File: src/rtl/axis_width_upsizer.sv
// AXI-Stream width upsizer: packs RATIO narrow beats into one wide beat.
// Define AXIS_UPSIZE_STATS_EN to add packet/beat counters and stats_clr.
module axis_width_upsizer #(
   parameter int DW    = 8,
   parameter int RATIO = 4
) (
   input  logic                clk,
   input  logic                rstn,
   input  logic [DW-1:0]       s_tdata,
   input  logic                s_tvalid,
   output logic                s_tready,
   input  logic                s_tlast,
   output logic [DW*RATIO-1:0] m_tdata,
   output logic [RATIO-1:0]    m_tkeep,
   output logic                m_tvalid,
   input  logic                m_tready,
   output logic                m_tlast
`ifdef AXIS_UPSIZE_STATS_EN
   ,
   input  logic                stats_clr,
   output logic [15:0]         pkt_cnt,
   output logic [15:0]         beat_cnt
`endif
);

   localparam int CW = $clog2(RATIO);
   localparam int WW = DW * RATIO;

   logic [WW-1:0]    acc;
   logic [WW-1:0]    wide;
   logic [RATIO-1:0] keep_acc;
   logic [RATIO-1:0] keep_new;
   logic [CW-1:0]    idx;
   logic             hs;
   logic             last_lane;
   logic             complete;

   assign s_tready  = rstn && (!m_tvalid || m_tready);
   assign hs        = s_tvalid && s_tready;
   assign last_lane = (idx == CW'(RATIO - 1));
   assign complete  = hs && (last_lane || s_tlast);

   // lanes above idx are always zero in acc, so no extra masking is needed
   always_comb begin
      wide                 = acc;
      wide[idx*DW +: DW]   = s_tdata;
      keep_new             = keep_acc | (RATIO'(1) << idx);
   end

   always_ff @(posedge clk) begin
      if (!rstn) begin
         m_tdata  <= '0;
         m_tkeep  <= '0;
         m_tvalid <= 1'b0;
         m_tlast  <= 1'b0;
         acc      <= '0;
         keep_acc <= '0;
         idx      <= '0;
      end else begin
         if (m_tvalid && m_tready) begin
            m_tvalid <= 1'b0;
         end
         if (complete) begin
            m_tdata  <= wide;
            m_tkeep  <= keep_new;
            m_tlast  <= s_tlast;
            m_tvalid <= 1'b1;
            acc      <= '0;
            keep_acc <= '0;
            idx      <= '0;
         end else if (hs) begin
            acc      <= wide;
            keep_acc <= keep_new;
            idx      <= idx + CW'(1);
         end
      end
   end

`ifdef AXIS_UPSIZE_STATS_EN
   always_ff @(posedge clk) begin
      if (!rstn || stats_clr) begin
         pkt_cnt  <= '0;
         beat_cnt <= '0;
      end else if (hs) begin
         beat_cnt <= beat_cnt + 16'd1;
         if (s_tlast) begin
            pkt_cnt <= pkt_cnt + 16'd1;
         end
      end
   end
`endif

endmodule

File: config.mk
export PLATFORM = sky130hd
export DESIGN_NAME = axis_width_upsizer
export DESIGN_NICKNAME = d
export VERILOG_FILES = /design/src/rtl/axis_width_upsizer.sv
export SDC_FILE = /design/constraint.sdc
export NUM_CORES = 1
export LEC_CHECK = 0
export BUFFER_PORTS_ARGS = -buffer_cell sky130_fd_sc_hd__buf_2
export CORE_MARGIN = 3
export CORE_UTILIZATION = 28
export DETAILED_ROUTE_END_ITERATION = 6
export GPL_TIMING_DRIVEN = 0
export SLEW_MARGIN = 40
export SYNTH_ARGS = -nofsm -noshare
export SYNTH_HDL_FRONTEND = slang
export SYNTH_SLANG_ARGS = --single-unit
File: constraint.sdc
create_clock -name clk -period 2.5 [get_ports clk]
set_clock_uncertainty 0.15 [all_clocks]
set_input_delay 0.25 -clock clk [delete_from_list [all_inputs] [get_ports clk]]
set_output_delay 0.25 -clock clk [all_outputs]
set_load 0.1 [all_outputs]
==> qor.txt <==
Status - finished clean
Period Utilization, post-route - 0.955
Hold path cells - 3
Fin nets - 420
Crit path kind - register to register
Routed wire length - 8.55 mm
Initial antenna violation count - 0
Met3 routed WL - 463 µm
Max_cap viols - 0
TritonCTS Buffers - 9
Post-synth top area share - 0.497
CP Capture Type - register
Yosys warnings - 0
Met1 wire length - 4.17 mm
Crit-path leading delay family - simple AND/OR/NAND/NOR gates
Register-to-Register Path Depth - 7
Worst hold path type - input port to register
CP Data Arrival Time - 2520 ps
Setup TNS - 0 ps
R2R Setup Slk - 110 ps
Detailed-route via count - 2797
Initial drt markers - 237
Reg2reg start - idx[0]$_SDFFE_PP0P_
Syn nets - 363
Slew @ Worst Pin - 565 ps
Largest cells by area after synthesis - dfxtp_1, a221oi_1, nor2_1
Worst flop-to-flop path endpoint - m_tdata[2]$_SDFFE_PN0P_
Post-synth top area cell - dfxtp_1
Clock Tree Buf Depth - 2
Die Height - 111 µm
Post-DR vias/cell - 5.18
CP max stage cell - nor3b_2
Register area share after synthesis - 0.497
CP Buf/Inv Count - 2
Largest net degree at the start of global routing - 13
Fin. max-slew vios - 0
Pre-Repair DR Iteration Count - 4
DRC Markers - 0
Clock Tree Root - clkbuf_8
Post-synth design cell area - 3060 µm²
Worst slew margin - 0.623
CTS tree - done
Ports - 52
Peak supply drop - 384 µV
LEAKAGE - 0.00144 µW
Antenna viol nets, final - 0
RSZ-0062 raised after global routing - true
Worst path cell trace - inv_1 -> ha_1 -> nor3b_2 -> and2_1 -> buf_2 -> a221oi_1 -> nor2_1
Footprint of the multi-input gates - 1410 µm²
Mean Syn Cell Area - 8.96 µm²
WL/cell - 15.8 µm
ANT cells - 0
Number of global-route vias before repair - 2644
Highest routed metal layer - met4
P&R area growth vs syn - 20.5%
FILL cells - 1139
Placement Rows - 37
Slowest stage delay, CP - 510 ps
Fraction of layout cells with a size suffix above 1 - 0.196
Final HPWL DP - 5.95 mm
Number of stages on the worst setup path - 7
Termination of the worst setup path - m_tdata[2]$_SDFFE_PN0P_
Critical Path Start Type - register
DP Cell Count - 521
Num Clock Sinks - 76
Hold Violations, Final - 0
Hold Slack - 198 ps
Global-route wire length before repair - 13.9 mm
Placed Area - 3450 µm²
Setup violators final - 0
H-tree depth - 3
Buffers on Ports - 43
Post-route cell area - 3690 µm²
Gr ovfl total - 0
PwrDens - 759 nW/µm²
CP required - 2640 ps
Worst skew pair latency - 350 ps
Initial Util - 0.293
DIE AREA - 12200 µm²
Tot GR Track Use - 0.139
Achievable frequency - 419 MHz
FF+latch count, synth - 76
CORE AREA - 10500 µm²
Mapped Cells - 342
Critical Path Fanout Max - 10
Clock Pin Slew Worst Setup and Hold Paths - 70 ps
WL met2 - 3.80 mm
Non-Filler Instances - 540
Die W - 111 µm
RD Place Congestion - 0.823
Area taken by flip-flops and latches - 1520 µm²
Crit path from - idx[0]$_SDFFE_PP0P_
Cell variety after synth - 28
Min Clock Period, post-route - 2390 ps
-- layout by cell type, fill, tap and decap left out, types with 5 or more instances in the layout --
cell type,count
a21oi_1,14
a221oi_1,32
a22oi_1,17
a32oi_1,8
buf_2,51
clkbuf_1,21
clkbuf_8,11
dfxtp_1,75
ha_1,8
inv_1,6
nand2_1,12
nand3_1,5
nand4_1,8
nor2_1,67
o21ai_0,33
-- flip-flops by register name, summed over array words and instances, names as in the netlist --
name      cells
keep_acc      4
m_tvalid      1
acc          32
m_tkeep       4
m_tlast       1
m_tdata      32
idx           2
-- worst min-delay path by stage --
stage,from,to,slack [ps]
after floorplan,s_tlast,m_tkeep[3]$_SDFFE_PN0P_,200
after global placement,acc[1]$_SDFFE_PP0P_,acc[1]$_SDFFE_PP0P_,290
after detailed placement,acc[7]$_SDFFE_PP0P_,acc[7]$_SDFFE_PP0P_,300
after CTS,s_tdata[6],acc[6]$_SDFFE_PP0P_,190
after global routing,s_tdata[7],acc[7]$_SDFFE_PP0P_,220
final,s_tdata[7],acc[7]$_SDFFE_PP0P_,200
-- worst reg2reg max path: stages, from the launching register on --
cell,delay [ps]
dfxtp_2,470
inv_1,140
ha_1,410
nor3b_2,510
and2_1,200
buf_2,190
a221oi_1,120
nor2_1,140
-- synthesized netlist by cell type --
cell type	number
nor4_2	1
nor3_1	3
nor2_1	68
nand3_1	5
nand2b_1	3
ha_1	8
a31oi_1	1
inv_1	6
or3b_4	1
nand4_1	8
nand2_1	12
clkbuf_1	22
a21boi_0	1
buf_2	8
xnor2_1	1
and2b_1	1
o21ai_0	34
nor3b_1	3
a21oi_1	14
nor2b_1	1
nor4_4	2
a22oi_1	17
dfxtp_1	76
nor3b_2	1
nor2_2	2
a221oi_1	32
a32oi_1	8
and2_1	3
-- report_power, final --
part	switching, µW	total [µW]	internal, µW
Combinational	470	567	97.3
Sequential	24.5	1280	1260
Clock	440	952	513
-- metrics by stage --
stage               power, µW  utilization  worst slack, ps
floorplan                1760            -              240
global placement         1870        0.330            -40.5
detailed placement       1870        0.330            -61.3
CTS                      2820        0.350             98.1
global route             2910        0.353            -49.6
finish                   2800        0.353              113
-- routing by layer --
metal / vias up / global-route usage
met3: 8 / 0.0455
met2: 74 / 0.203
met1: 1351 / 0.194
li1: 1364 / -
met4: 0 / 0.0402
met5: - / 0
-- layout make-up --
cell class / instances / share of cell area
Inverter: 6 / 0.00610
Sequential cell: 76 / 0.413
Multi-Input combinational cell: 230 / 0.381
Buffer: 30 / 0.0339
Clock buffer: 12 / 0.0420
Clock inverter: 4 / 0.0129
Tap cell: 136 / 0.0461
Timing Repair Buffer: 46 / 0.0651
-- cells by family after synthesis --
kind of cell | synth area share
fa+ha+maj | 0.0327
buf+inv | 0.0474
xor+xnor | 0.00286
compound gates | 0.239
simple gates | 0.181
flops | 0.497
-- repair_timing --
item,4_1_cts,5_1_grt
hold endpoints to repair,1,0
gates resized for setup,1,7
hold buffers,1,0
pin swaps,0,2
setup buffers,0,2
endpoints found under the setup margin,22,41
Power figures use the tool's default switching activity.
